File: config.mk
export PLATFORM = sky130hd
export DESIGN_NAME = pipeline_ingress_arbiter_flat
export DESIGN_NICKNAME = d
export VERILOG_FILES = /design/src/rtl/pipeline_ingress_arbiter_if.sv /design/src/rtl/pipeline_ingress_arbiter.sv /design/src/flat_wrapper.sv
export SDC_FILE = /design/constraint.sdc
export NUM_CORES = 1
export LEC_CHECK = 0
export ABC_AREA = 0
export CORE_AREA = 5 5 763 765
export DETAILED_ROUTE_END_ITERATION = 6
export DIE_AREA = 0 0 768 770
export MAX_ROUTING_LAYER = met4
export SLEW_MARGIN = 20
export SYNTH_ARGS = -nofsm -noshare
export SYNTH_HDL_FRONTEND = slang
export SYNTH_SLANG_ARGS = --single-unit
File: constraint.sdc
create_clock -name ap_clk -period 4.2 [get_ports ap_clk]
set_clock_uncertainty 0.05 [all_clocks]
set_input_delay 0.84 -clock ap_clk [delete_from_list [all_inputs] [get_ports ap_clk]]
set_output_delay 0.84 -clock ap_clk [all_outputs]
set_load 0.1 [all_outputs]
File: src/rtl/pipeline_ingress_arbiter_if.sv
// ---------------------------------------------------------------------------
// pipeline_ingress_arbiter_if
//
// One AXI-Stream link as it is used around the Nanotube pipeline ingress
// arbiter. The same interface type carries both upstream requester streams
// and the stream towards pipeline port 0.
//
// Signals:
//   tdata  [DATA_W]  beat payload
//   tkeep  [KEEP_W]  byte enables (DATA_W/8)
//   tuser  [USER_W]  sideband; the low bits carry the packet length
//   tlast            last beat of a packet
//   tvalid           producer has a beat
//   tready           consumer accepts the beat
//
// Modports:
//   master - stream producer (drives payload and tvalid, samples tready)
//   slave  - stream consumer (samples payload and tvalid, drives tready)
// ---------------------------------------------------------------------------
interface pipeline_ingress_arbiter_if #(
    parameter int DATA_W = 512,
    parameter int KEEP_W = 64,
    parameter int USER_W = 48
);
    logic [DATA_W-1:0] tdata;
    logic [KEEP_W-1:0] tkeep;
    logic [USER_W-1:0] tuser;
    logic              tlast;
    logic              tvalid;
    logic              tready;

    modport master (
        output tdata, tkeep, tuser, tlast, tvalid,
        input  tready
    );

    modport slave (
        input  tdata, tkeep, tuser, tlast, tvalid,
        output tready
    );
endinterface

File: src/rtl/pipeline_ingress_arbiter.sv
// ---------------------------------------------------------------------------
// pipeline_ingress_arbiter
//
// Packet-atomic round-robin arbiter sharing the single Nanotube pipeline
// ingress port between two AXI-Stream requesters (for example a host queue
// and a MAC queue). Once a source is granted it keeps the port until its
// tlast handshake, so beats of different packets never interleave. The
// arbitration decision is registered, which costs one idle cycle between
// packets. The arbiter stores no data: the granted stream is muxed straight
// through and backpressure is forwarded to the granted source.
//
// Ports:
//   ap_clk    in   single clock, rising edge
//   ap_rst    in   synchronous active-high reset
//   s0        slave  requester 0 stream (s0_tdata..s0_tready)
//   s1        slave  requester 1 stream (s1_tdata..s1_tready)
//   m         master stream to pipeline port 0 (m_tdata..m_tready)
//   grant     out  one-hot active grant, 2'b00 when idle (bit0 = s0)
//   pkt_cnt0  out  wrapping count of packets completed from s0
//   pkt_cnt1  out  wrapping count of packets completed from s1
// ---------------------------------------------------------------------------
module pipeline_ingress_arbiter #(
    parameter int DATA_W = 512,
    parameter int KEEP_W = 64,
    parameter int USER_W = 48,
    parameter int CNT_W  = 32
) (
    input  logic                        ap_clk,
    input  logic                        ap_rst,
    pipeline_ingress_arbiter_if.slave   s0,
    pipeline_ingress_arbiter_if.slave   s1,
    pipeline_ingress_arbiter_if.master  m,
    output logic [1:0]                  grant,
    output logic [CNT_W-1:0]            pkt_cnt0,
    output logic [CNT_W-1:0]            pkt_cnt1
);

    typedef enum logic {
        IDLE,
        BUSY
    } state_t;

    state_t             state;
    state_t             state_n;
    logic [1:0]         grant_q;
    logic [1:0]         grant_n;
    // 0 = s0 completed the most recent packet, 1 = s1
    logic               last_grant;
    logic               last_grant_n;
    logic               inc0;
    logic               inc1;

    logic               sel0;
    logic               sel1;
    logic               hs;
    logic [DATA_W-1:0]  mux_tdata;
    logic [KEEP_W-1:0]  mux_tkeep;
    logic [USER_W-1:0]  mux_tuser;
    logic               mux_tlast;
    logic               mux_tvalid;
    logic               s0_ready;
    logic               s1_ready;

    // State register. last_grant resets to s1 so that s0 wins the first tie.
    always_ff @(posedge ap_clk) begin
        if (ap_rst) begin
            state      <= IDLE;
            grant_q    <= 2'b00;
            last_grant <= 1'b1;
            pkt_cnt0   <= '0;
            pkt_cnt1   <= '0;
        end else begin
            state      <= state_n;
            grant_q    <= grant_n;
            last_grant <= last_grant_n;
            if (inc0) begin
                pkt_cnt0 <= pkt_cnt0 + CNT_W'(1);
            end
            if (inc1) begin
                pkt_cnt1 <= pkt_cnt1 + CNT_W'(1);
            end
        end
    end

    // Next-state logic. The round-robin pointer only moves when a packet
    // completes, which is what makes continuous contention alternate.
    always_comb begin
        state_n      = state;
        grant_n      = grant_q;
        last_grant_n = last_grant;
        inc0         = 1'b0;
        inc1         = 1'b0;
        case (state)
            IDLE: begin
                if (s0.tvalid && s1.tvalid) begin
                    grant_n = last_grant ? 2'b01 : 2'b10;
                    state_n = BUSY;
                end else if (s0.tvalid) begin
                    grant_n = 2'b01;
                    state_n = BUSY;
                end else if (s1.tvalid) begin
                    grant_n = 2'b10;
                    state_n = BUSY;
                end
            end
            BUSY: begin
                if (hs && mux_tlast) begin
                    state_n      = IDLE;
                    grant_n      = 2'b00;
                    last_grant_n = grant_q[1];
                    inc0         = grant_q[0];
                    inc1         = grant_q[1];
                end
            end
            default: begin
                state_n = IDLE;
                grant_n = 2'b00;
            end
        endcase
    end

    // Output mux on the registered grant. Outputs are forced to zero while
    // idle so the pipeline never sees stale payload.
    always_comb begin
        sel0       = (state == BUSY) && grant_q[0];
        sel1       = (state == BUSY) && grant_q[1];
        mux_tdata  = '0;
        mux_tkeep  = '0;
        mux_tuser  = '0;
        mux_tlast  = 1'b0;
        mux_tvalid = 1'b0;
        if (sel0) begin
            mux_tdata  = s0.tdata;
            mux_tkeep  = s0.tkeep;
            mux_tuser  = s0.tuser;
            mux_tlast  = s0.tlast;
            mux_tvalid = s0.tvalid;
        end else if (sel1) begin
            mux_tdata  = s1.tdata;
            mux_tkeep  = s1.tkeep;
            mux_tuser  = s1.tuser;
            mux_tlast  = s1.tlast;
            mux_tvalid = s1.tvalid;
        end
        s0_ready = sel0 && m.tready;
        s1_ready = sel1 && m.tready;
        hs       = mux_tvalid && m.tready;
    end

    assign m.tdata   = mux_tdata;
    assign m.tkeep   = mux_tkeep;
    assign m.tuser   = mux_tuser;
    assign m.tlast   = mux_tlast;
    assign m.tvalid  = mux_tvalid;
    assign s0.tready = s0_ready;
    assign s1.tready = s1_ready;
    assign grant     = grant_q;

endmodule

File: src/flat_wrapper.sv
// flat-port wrapper written by rule: the top's interface ports become plain ports
module pipeline_ingress_arbiter_flat 
#(
    parameter int DATA_W = 512,
    parameter int KEEP_W = 64,
    parameter int USER_W = 48,
    parameter int CNT_W  = 32
)
  (ap_clk, ap_rst, grant, pkt_cnt0, pkt_cnt1, s0_tdata, s0_tkeep, s0_tuser, s0_tlast, s0_tvalid, s0_tready, s1_tdata, s1_tkeep, s1_tuser, s1_tlast, s1_tvalid, s1_tready, m_tdata, m_tkeep, m_tuser, m_tlast, m_tvalid, m_tready);
  pipeline_ingress_arbiter_if #(.DATA_W(DATA_W), .KEEP_W(KEEP_W), .USER_W(USER_W)) s0_i ();
  pipeline_ingress_arbiter_if #(.DATA_W(DATA_W), .KEEP_W(KEEP_W), .USER_W(USER_W)) s1_i ();
  pipeline_ingress_arbiter_if #(.DATA_W(DATA_W), .KEEP_W(KEEP_W), .USER_W(USER_W)) m_i ();
  input  logic ap_clk;
  input  logic ap_rst;
  output logic [1:0] grant;
  output logic [CNT_W-1:0] pkt_cnt0;
  output logic [CNT_W-1:0] pkt_cnt1;
  input wire logic [$bits(s0_i.tdata)-1:0] s0_tdata;
  input wire logic [$bits(s0_i.tkeep)-1:0] s0_tkeep;
  input wire logic [$bits(s0_i.tuser)-1:0] s0_tuser;
  input wire logic [$bits(s0_i.tlast)-1:0] s0_tlast;
  input wire logic [$bits(s0_i.tvalid)-1:0] s0_tvalid;
  output wire logic [$bits(s0_i.tready)-1:0] s0_tready;
  input wire logic [$bits(s1_i.tdata)-1:0] s1_tdata;
  input wire logic [$bits(s1_i.tkeep)-1:0] s1_tkeep;
  input wire logic [$bits(s1_i.tuser)-1:0] s1_tuser;
  input wire logic [$bits(s1_i.tlast)-1:0] s1_tlast;
  input wire logic [$bits(s1_i.tvalid)-1:0] s1_tvalid;
  output wire logic [$bits(s1_i.tready)-1:0] s1_tready;
  output wire logic [$bits(m_i.tdata)-1:0] m_tdata;
  output wire logic [$bits(m_i.tkeep)-1:0] m_tkeep;
  output wire logic [$bits(m_i.tuser)-1:0] m_tuser;
  output wire logic [$bits(m_i.tlast)-1:0] m_tlast;
  output wire logic [$bits(m_i.tvalid)-1:0] m_tvalid;
  input wire logic [$bits(m_i.tready)-1:0] m_tready;
  assign s0_i.tdata = s0_tdata;
  assign s0_i.tkeep = s0_tkeep;
  assign s0_i.tuser = s0_tuser;
  assign s0_i.tlast = s0_tlast;
  assign s0_i.tvalid = s0_tvalid;
  assign s0_tready = s0_i.tready;
  assign s1_i.tdata = s1_tdata;
  assign s1_i.tkeep = s1_tkeep;
  assign s1_i.tuser = s1_tuser;
  assign s1_i.tlast = s1_tlast;
  assign s1_i.tvalid = s1_tvalid;
  assign s1_tready = s1_i.tready;
  assign m_tdata = m_i.tdata;
  assign m_tkeep = m_i.tkeep;
  assign m_tuser = m_i.tuser;
  assign m_tlast = m_i.tlast;
  assign m_tvalid = m_i.tvalid;
  assign m_i.tready = m_tready;
  pipeline_ingress_arbiter #(.DATA_W(DATA_W), .KEEP_W(KEEP_W), .USER_W(USER_W), .CNT_W(CNT_W)) u_core (.ap_clk(ap_clk), .ap_rst(ap_rst), .s0(s0_i), .s1(s1_i), .m(m_i), .grant(grant), .pkt_cnt0(pkt_cnt0), .pkt_cnt1(pkt_cnt1));
endmodule
==> results.txt, run 1 <==
crit path max fanout: 102
Final Net Count: 4297
core footprint: 575000 um2
Synth Register Bits: 68
final core utilization: 8.20%
Clock Path Buffers: 2
outcome: complete, no violations
Crit path max-delay family: buffers and inverters
Slew HR: 34.5%
clock sink count: 68
Buffers on Ports: 1948
Finished Layout Cells: 11.5k
slowest CP cell: dfxtp_1
share of the yosys chip area belonging to registers: 13.7%
Syn. warnings: 0
final WL: 599 mm
setup tns final: 0 ps
Worst VDD drop: 0.000155 V
Buf/Inv on CP: 3
Hold Crit Class: reg2reg
Post-Syn Instances: 1208
pwr dens: 157 nW/um2
WS Path Type: reg2out
CTS tree: built
Hold Violations, Final: 0
HPWL after DPL: 573 mm
WL/cell: 51.9 um
post-route ant nets: 0
internal power: 3.56 mW
I/O Pins: 1949
Initial Util: 1.72%
htree depth: 3
share of cells above drive strength 1: 26.3%
CTS buffer count: 9
Root Driver: clkbuf_16
Critical Path End Type: output port
pre-CTS setup slack: 157 ps
Tot GR Track Use: 19.9%
CP startpoint kind: flip-flop
leading cell type in the layout, fill and taps excluded: clkdlybuf4s50_1
# fillers: 66.7k
Logic pwr share: 77.2%
DIE AREA: 591000 um2
vias in the first global route: 21.9k
synthesized area: 9900 um2
most frequent cells in the layout: clkdlybuf4s50_1 (1254), buf_12 (626), a22o_1 (618)
Worst Tran Pin Value: 979 ps
MaxCap Viol Count: 0
# DRC: 0
largest net degree at the start of global routing: 103
first-pass GRT wire length: 647 mm
Max Slew Vio Count: 0
clock network power share: 14.0%
worst skew pair latency: 380 ps
Period Utilization, post-route: 99.1%
number of vias per cell: 2.28
area grow syn2layout: 376%
worst-path cell chain: nand2_1 -> nor2_4 -> buf_12 -> buf_12 -> a22o_1 -> buf_12
asr flop ratio synth: 0%
fmax: 240 MHz
leakage: 14.2 nW
crit-path most repeated cell: buf_12
grt ovf: 0
setup ws final: 39.5 ps
Die Span Y: 770 um
largest cells by area after synthesis: a22o_1 (55%), dfxtp_1 (14%), buf_2 (4.5%), mux2_2 (2.6%), clkbuf_1 (2.5%)
Net Sw Power: 3.86 mW
EDFF count, synth: 0
Post CTS Setup Buffer Count: 0
sequential fraction of design power: 8.8%
Die Span X: 768 um
post-layout min period: 4160 ps
Setup-failing EPs final: 0
initial antenna violation count: 899
clock-pin transition on the worst setup and hold timing paths: 70 ps
Netlist cell types: 47
worst path required time: 3310 ps
CP Data Arrival Time: 3270 ps
Cell Count Post-Placement: 10.6k
drt first-iter violations: 2444
row count: 279
Syn Nets: 2465
Synth area leader: a22o_1
DR pass1 iterations: 6
CP max stage delay: 570 ps
vias: 26.4k
RePlAce Congestion: 1.25
unrepaired setup endpoints after global routing: false
average size of a mapped cell: 8.20 um2
top cell type's share of synthesized area: 55.2%
Synth Flop Type: dfxtp_1
Net Sw Frac: 52.1%
-- registers in the layout, indices dropped and copies added, names as in the netlist --
name and cells:
u_core.pkt_cnt0 32, u_core.pkt_cnt1 32, u_core.grant 2, u_core.last_grant 1, u_core.state 1
-- synth_stat cells, drive strengths merged, types with 14 or more instances --
library cell	n
nor2b	29
and3	14
nor4	28
nor2	42
clkbuf	66
dfxtp	68
mux2	30
a22o	624
nand3	22
a21oi	27
o31ai	14
nand2	26
or4	15
nand4	20
buf	107
-- what timing repair did --
item                       4_1_cts  5_1_grt
resized for setup                4        3
hold buffers                     0        0
setup endpoints to repair        4        4
gates cloned                     0        0
-- routing by layer --
layer  global-route usage [%]  vias up  share of wire (%)
met5                        -        -                  0
met4                     10.8        0                6.1
met3                     15.3     1153                 17
met2                     29.2     3316                 43
met1                     18.7    12000                 34
li1                         -     9860                  -
-- final cells by class --
| class | count | area (um2) | share of cell area, % |
|---|---|---|---|
| Antenna cell | 912 | 2280 | 4.84 |
| Clock buffer | 9 | 225 | 0.478 |
| Clock inverter | 7 | 146 | 0.311 |
| Inverter | 6 | 22.5 | 0.0478 |
| Multi-Input combinational cell | 961 | 7710 | 16.4 |
| Sequential cell | 68 | 1360 | 2.89 |
| Tap cell | 7587 | 9490 | 20.1 |
| Timing Repair Buffer | 1994 | 25900 | 54.9 |
-- stage by stage --
stage	hold WS (ps)	instance area [um2]	total power, mW
2_1_floorplan	400	9900	3.11
3_3_place_gp	449	44500	6.43
3_5_place_dp	440	44500	6.43
4_1_cts	454	44800	7.48
5_1_grt	478	47100	7.58
6_report	464	47100	7.42
-- worst paths after layout --
check	startpoint	endpoint	slack, ps	cells after the start
worst max-delay path	u_core.state$_SDFF_PP0_	m_tdata[265]	40	6
worst min register to register	u_core.pkt_cnt0[15]$_SDFFE_PP0P_	u_core.pkt_cnt0[15]$_SDFFE_PP0P_	460	2
worst min-delay path	u_core.pkt_cnt0[15]$_SDFFE_PP0P_	u_core.pkt_cnt0[15]$_SDFFE_PP0P_	460	2
worst max register to register	u_core.grant[0]$_SDFFE_PP0P_	u_core.pkt_cnt1[7]$_SDFFE_PP0P_	1370	4
-- cell families (layout without fill, tap and decap cells) --
| group | Yosys count | count (layout) | synth area share (%) |
|---|---|---|---|
| flip-flops | 68 | 68 | 13.7 |
| AND/OR/NAND/NOR | 233 | 233 | 13.8 |
| XOR/XNOR | 8 | 8 | 0.708 |
| adder cells (fa/ha/maj) | 2 | 2 | 0.253 |
| buffers and inverters | 179 | 2016 | 8.53 |
| AO/OA/AOI/OAI | 688 | 688 | 59.6 |
| multiplexers | 30 | 30 | 3.41 |
| other | 0 | 912 | 0 |
-- worst reg2reg max path, cell delays in order (launching register included) --
cell,delay [ps]
dfxtp_1,590
and2_1,560
o221ai_4,450
nor4_1,650
mux2_2,420
-- power groups by stage --
| stage | clock network, mW | registers [mW] | logic [mW] |
|---|---|---|---|
| after floorplan | 0 | 0.674 | 2.43 |
| after global placement | 0 | 0.668 | 5.76 |
| after detailed placement | 0 | 0.668 | 5.76 |
| after CTS | 1.04 | 0.653 | 5.78 |
| after global routing | 1.06 | 0.653 | 5.86 |
| final | 1.04 | 0.653 | 5.73 |
Note: power is estimated with default switching activity, not from simulation.
==> run 2: changes to the inputs <==
--- a/config.mk
+++ b/config.mk
@@ -7,6 +7,7 @@
 export LEC_CHECK = 0
 export ABC_AREA = 0
 export CORE_AREA = 5 5 763 765
+export CTS_BUF_LIST = sky130_fd_sc_hd__clkbuf_16
 export DETAILED_ROUTE_END_ITERATION = 6
 export DIE_AREA = 0 0 768 770
 export MAX_ROUTING_LAYER = met4
==> constraint.sdc (replaced) <==
create_clock -name ap_clk -period 5.1 [get_ports ap_clk]
set_clock_uncertainty 0.05 [all_clocks]
set_input_delay 1.02 -clock ap_clk [delete_from_list [all_inputs] [get_ports ap_clk]]
set_output_delay 1.02 -clock ap_clk [all_outputs]
set_load 0.1 [all_outputs]
==> run 2 against run 1 <==
Critical endpoint is now m_tdata[437]. Cell count decreased by 1.2%. Flip-flop and latch count unchanged. Clock-buffer cell count unchanged.
==> results.txt, run 2 (synthesis results as in run 1) <==
share of cells above drive strength 1: 26.0%
Setup-failing EPs final: 0
Hold Crit Class: reg2reg
# DRC: 0
fmax: 209 MHz
DIE AREA: 591000 um2
Buffers on Ports: 1948
number of vias per cell: 2.29
clock-pin transition on the worst setup and hold timing paths: 70 ps
largest net degree at the start of global routing: 127
outcome: complete, no violations
crit-path most repeated cell: buf_12
Die Span X: 768 um
unrepaired setup endpoints after global routing: false
busiest grt layer: met2
Tot GR Track Use: 19.9%
Post CTS Setup Buffer Count: 0
Buf/Inv on CP: 3
Worst Reg2Reg Path Length in Cells: 4
worst skew pair latency: 380 ps
CP Data Arrival Time: 3710 ps
area grow syn2layout: 312%
FF-to-FF setup slack: 2290 ps
final core utilization: 7.09%
Tot Pwr: 5.49 mW
row count: 279
leakage: 12.8 nW
setup tns final: 0 ps
DP Area: 38500 um2
CTS buffer count: 9
Max Slew Vio Count: 0
post-route ant nets: 0
post-route cell area: 40800 um2
first-pass GRT wire length: 644 mm
core footprint: 575000 um2
CTS tree: built
CP startpoint kind: flip-flop
Worst VDD drop: 0.000168 V
final WL: 598 mm
worst flop-to-flop path startpoint: u_core.pkt_cnt1[15]$_SDFFE_PP0P_
Clock Path Buffers: 2
most frequent cells in the layout: clkdlybuf4s50_1 (1248), a22o_1 (624), buf_4 (499)
RR Endpoint: u_core.pkt_cnt1[27]$_SDFFE_PP0P_
pwr dens: 135 nW/um2
M2 GR Usage: 30.1%
worst-path cell chain: nand2_1 -> nor2_4 -> buf_12 -> buf_12 -> a22o_1 -> buf_4
Worst Tran Pin Value: 1160 ps
Period Utilization, post-route: 93.6%
vias in the first global route: 21.3k
WL/cell: 52.5 um
Critical path origin: u_core.state$_SDFF_PP0_
grt met1 use: 18.1%
leading cell type in the layout, fill and taps excluded: clkdlybuf4s50_1
Root Driver: clkbuf_16
met3 usage: 15.4%
CP Depth: 6
drt first-iter violations: 2502
Die Span Y: 770 um
vias: 26.1k
grt ovf: 0
Final Net Count: 4285
clock sink count: 68
Post-CTS Hold Buffers: 0
post-layout min period: 4780 ps
MaxCap Viol Count: 0
Slew HR: 22.4%
Post-CTS Resized: 0
slowest CP cell: a22o_1
HPWL after DPL: 570 mm
Crit path max-delay family: buffers and inverters
WS Path Type: reg2out
hold_ws: 441 ps
I/O Pins: 1949
DR pass1 iterations: 7
RePlAce Congestion: 1.37
crit path capture: m_tdata[437]
worst path required time: 4030 ps
Initial Util: 1.72%
Hold Violations, Final: 0
CP max stage delay: 680 ps
Critical Path End Type: output port
initial antenna violation count: 886
crit path max fanout: 126
htree depth: 3
## run 2: changes by cell type in the layout (fill, tap and decap cells not counted), moves of 3 or more
cell and delta:
buf_12 -458, buf_4 +411, bufinv_16 -3, a22o_2 -6, clkdlybuf4s50_1 -6, a22o_1 +6
buf_2 +42, diode_2 -131
## run 2: layout make-up
cell class	instances	area, um2
multi-input cells	961	7710
fillers	67400	534000
repair buffers	1982	19900
well taps	7587	9490
clock buffers	9	225
diodes	781	1950
clock inverters	7	83.8
inverters	6	22.5
flip-flops and latches	68	1360
## run 2: worst min path at each step
stage / startpoint / to / slack, ps / cells past startpoint
floorplan: u_core.last_grant$_SDFFE_PP1P_ / u_core.last_grant$_SDFFE_PP1P_ / 400 / 1
global placement: u_core.last_grant$_SDFFE_PP1P_ / u_core.last_grant$_SDFFE_PP1P_ / 420 / 1
detailed placement: u_core.last_grant$_SDFFE_PP1P_ / u_core.last_grant$_SDFFE_PP1P_ / 420 / 1
CTS: u_core.last_grant$_SDFFE_PP1P_ / u_core.last_grant$_SDFFE_PP1P_ / 440 / 1
global route: u_core.last_grant$_SDFFE_PP1P_ / u_core.last_grant$_SDFFE_PP1P_ / 480 / 1
finish: u_core.last_grant$_SDFFE_PP1P_ / u_core.last_grant$_SDFFE_PP1P_ / 440 / 1
## run 2: stage by stage
stage / setup slack [ps] / instances
finish: 325 / 11400
global route: 295 / 11400
CTS: 546 / 10600
detailed placement: 966 / 10600
global placement: 1020 / 10600
floorplan: 1200 / 1208
## run 2: report_power, final
part | switching (mW) | internal, mW
Clock | 0.321 | 0.388
Sequential | 0.00484 | 0.532
Combinational | 2.81 | 1.44
## run 2: layer usage
layer	up-vias	part of all wire, %
li1	9645	-
met1	11900	34
met2	3291	44
met5	-	0
met3	1331	16
met4	0	5.8
==> run 3: changes to the inputs <==
--- a/config.mk
+++ b/config.mk
@@ -6,10 +6,10 @@
 export NUM_CORES = 1
 export LEC_CHECK = 0
 export ABC_AREA = 0
-export CORE_AREA = 5 5 763 765
+export CORE_AREA = 5 5 754 756
 export CTS_BUF_LIST = sky130_fd_sc_hd__clkbuf_16
 export DETAILED_ROUTE_END_ITERATION = 6
-export DIE_AREA = 0 0 768 770
+export DIE_AREA = 0 0 759 761
 export MAX_ROUTING_LAYER = met4
 export SLEW_MARGIN = 20
 export SYNTH_ARGS = -nofsm -noshare
==> constraint.sdc (replaced) <==
create_clock -name ap_clk -period 4.63 [get_ports ap_clk]
set_clock_uncertainty 0.05 [all_clocks]
set_input_delay 0.926 -clock ap_clk [delete_from_list [all_inputs] [get_ports ap_clk]]
set_output_delay 0.926 -clock ap_clk [all_outputs]
set_load 0.1 [all_outputs]
==> run 3 against run 2 <==
The flow now finishes with violations (antenna violations). Register-to-register slack lost 340 ps. Flip-flop and latch count is the same. Sequential share of layout area shrank 0.31 points. Power grew 22%. Clock power grew 12%. Cell count shrank 4.6%. Critical path type unchanged. Critical endpoint is now m_tdata[21].
==> results.txt, run 3 (synthesis results as in run 1) <==
Critical Path End Type: output port
# fillers: 65.3k
first-pass GRT wire length: 628 mm
DP Area: 43800 um2
WS Path Type: reg2out
post-route ant nets: 2
unrepaired setup endpoints after global routing: false
Die Span X: 759 um
Buffers on Ports: 1948
Tot Pwr: 6.69 mW
fmax: 232 MHz
Tot GR Track Use: 19.6%
Root Driver: clkbuf_16
Final Net Count: 4317
DR top layer: met4
RR Endpoint: u_core.pkt_cnt1[7]$_SDFFE_PP0P_
outcome: complete, but fails checks
initial antenna violation count: 763
Post CTS Setup Buffer Count: 0
crit path max fanout: 33
vias in the first global route: 22.3k
Slew HR: 26.5%
core footprint: 560000 um2
leakage: 14.1 nW
Worst Reg2Reg Path Length in Cells: 4
Die Span Y: 761 um
RePlAce Congestion: 0.996
CTS tree: built
Worst VDD drop: 0.000120 V
MaxCap Viol Count: 0
area grow syn2layout: 354%
post-route cell area: 44900 um2
worst skew pair latency: 370 ps
grt ovf: 0
crit path capture: m_tdata[21]
Hold Violations, Final: 0
worst flop-to-flop path startpoint: u_core.grant[0]$_SDFFE_PP0P_
Post-CTS Resized: 0
WL/cell: 52.5 um
Post-CTS Hold Buffers: 0
clock-pin transition on the worst setup and hold timing paths: 70 ps
Clock Path Buffers: 2
final WL: 571 mm
Hold Crit Class: reg2reg
row count: 275
leading cell type in the layout, fill and taps excluded: clkdlybuf4s50_1
setup tns final: 0 ps
Period Utilization, post-route: 92.9%
area of the multi-input gates: 7710 um2
DIE AREA: 578000 um2
largest net degree at the start of global routing: 98
worst path required time: 3650 ps
DR pass1 iterations: 5
vias: 24.7k
failing checks: antenna violations
met1 wire length: 205 mm
Max Slew Vio Count: 0
post-layout min period: 4300 ps
flip-flop and latch area: 1360 um2
drt first-iter violations: 2044
clock sink count: 68
most frequent cells in the layout: clkdlybuf4s50_1 (1270), a22o_1 (624), buf_12 (568)
htree depth: 3
number of vias per cell: 2.27
HPWL after DPL: 549 mm
# DRC: 0
I/O Pins: 1949
met2 WL post-DR: 288 mm
CP Data Arrival Time: 3330 ps
Initial Util: 1.77%
FF-to-FF setup slack: 1950 ps
pwr dens: 149 nW/um2
Critical path origin: u_core.grant[0]$_SDFFE_PP0P_
Worst Tran Pin Value: 1100 ps
Setup-failing EPs final: 0
share of cells above drive strength 1: 26.1%
CTS buffer count: 9
CP startpoint kind: flip-flop
wire length on met3: 60.6 mm
[run 3: power breakdown]
part           switching, mW  internal, mW  total [mW]
clock                  0.366         0.429       0.795
combinational           3.30          2.00        5.30
sequential           0.00544         0.586       0.592
total                   3.67          3.02        6.69
[run 3: worst max-delay path, stage by stage, from the launching register on]
cell,delay (ps)
dfxtp_1,590
and2_4,590
buf_12,250
buf_12,200
buf_12,250
a22o_1,580
buf_12,260
[run 3: cell type report]
cell class,count,area share [%]
Sequential cell,68,3.03
Tap cell,7479,20.8
Clock inverter,7,0.184
Clock buffer,9,0.501
Inverter,6,0.0501
Antenna cell,331,1.84
Timing Repair Buffer,2014,56.4
Multi-Input combinational cell,961,17.2
[run 3: through the flow]
step           setup slack, ps  std cells  util, %  hold WS [ps]
2_1_floorplan              826       1208        -           400
3_3_place_gp               587      10500     7.82           429
3_5_place_dp               579      10500     7.82           435
4_1_cts                    163      10500     7.87           450
5_1_grt                    174      10800     8.00           483
6_report                   327      10900     8.02           450
[run 3: worst min path at each step]
stage / to / from / cells after the start
2_1_floorplan: u_core.last_grant$_SDFFE_PP1P_ / u_core.last_grant$_SDFFE_PP1P_ / 1
3_3_place_gp: u_core.pkt_cnt1[10]$_SDFFE_PP0P_ / u_core.pkt_cnt1[10]$_SDFFE_PP0P_ / 2
3_5_place_dp: u_core.pkt_cnt0[22]$_SDFFE_PP0P_ / u_core.pkt_cnt0[22]$_SDFFE_PP0P_ / 2
4_1_cts: u_core.pkt_cnt0[22]$_SDFFE_PP0P_ / u_core.pkt_cnt0[22]$_SDFFE_PP0P_ / 2
5_1_grt: u_core.pkt_cnt0[22]$_SDFFE_PP0P_ / u_core.pkt_cnt0[22]$_SDFFE_PP0P_ / 2
6_report: u_core.pkt_cnt1[10]$_SDFFE_PP0P_ / u_core.pkt_cnt1[10]$_SDFFE_PP0P_ / 2
[run 3: metal layers]
metal | track usage [%] | vias to the layer above
met1 | 20.0 | 11600
li1 | - | 9226
met5 | - | -
met2 | 35.0 | 2791
met3 | 8.54 | 1024
met4 | 3.28 | 0
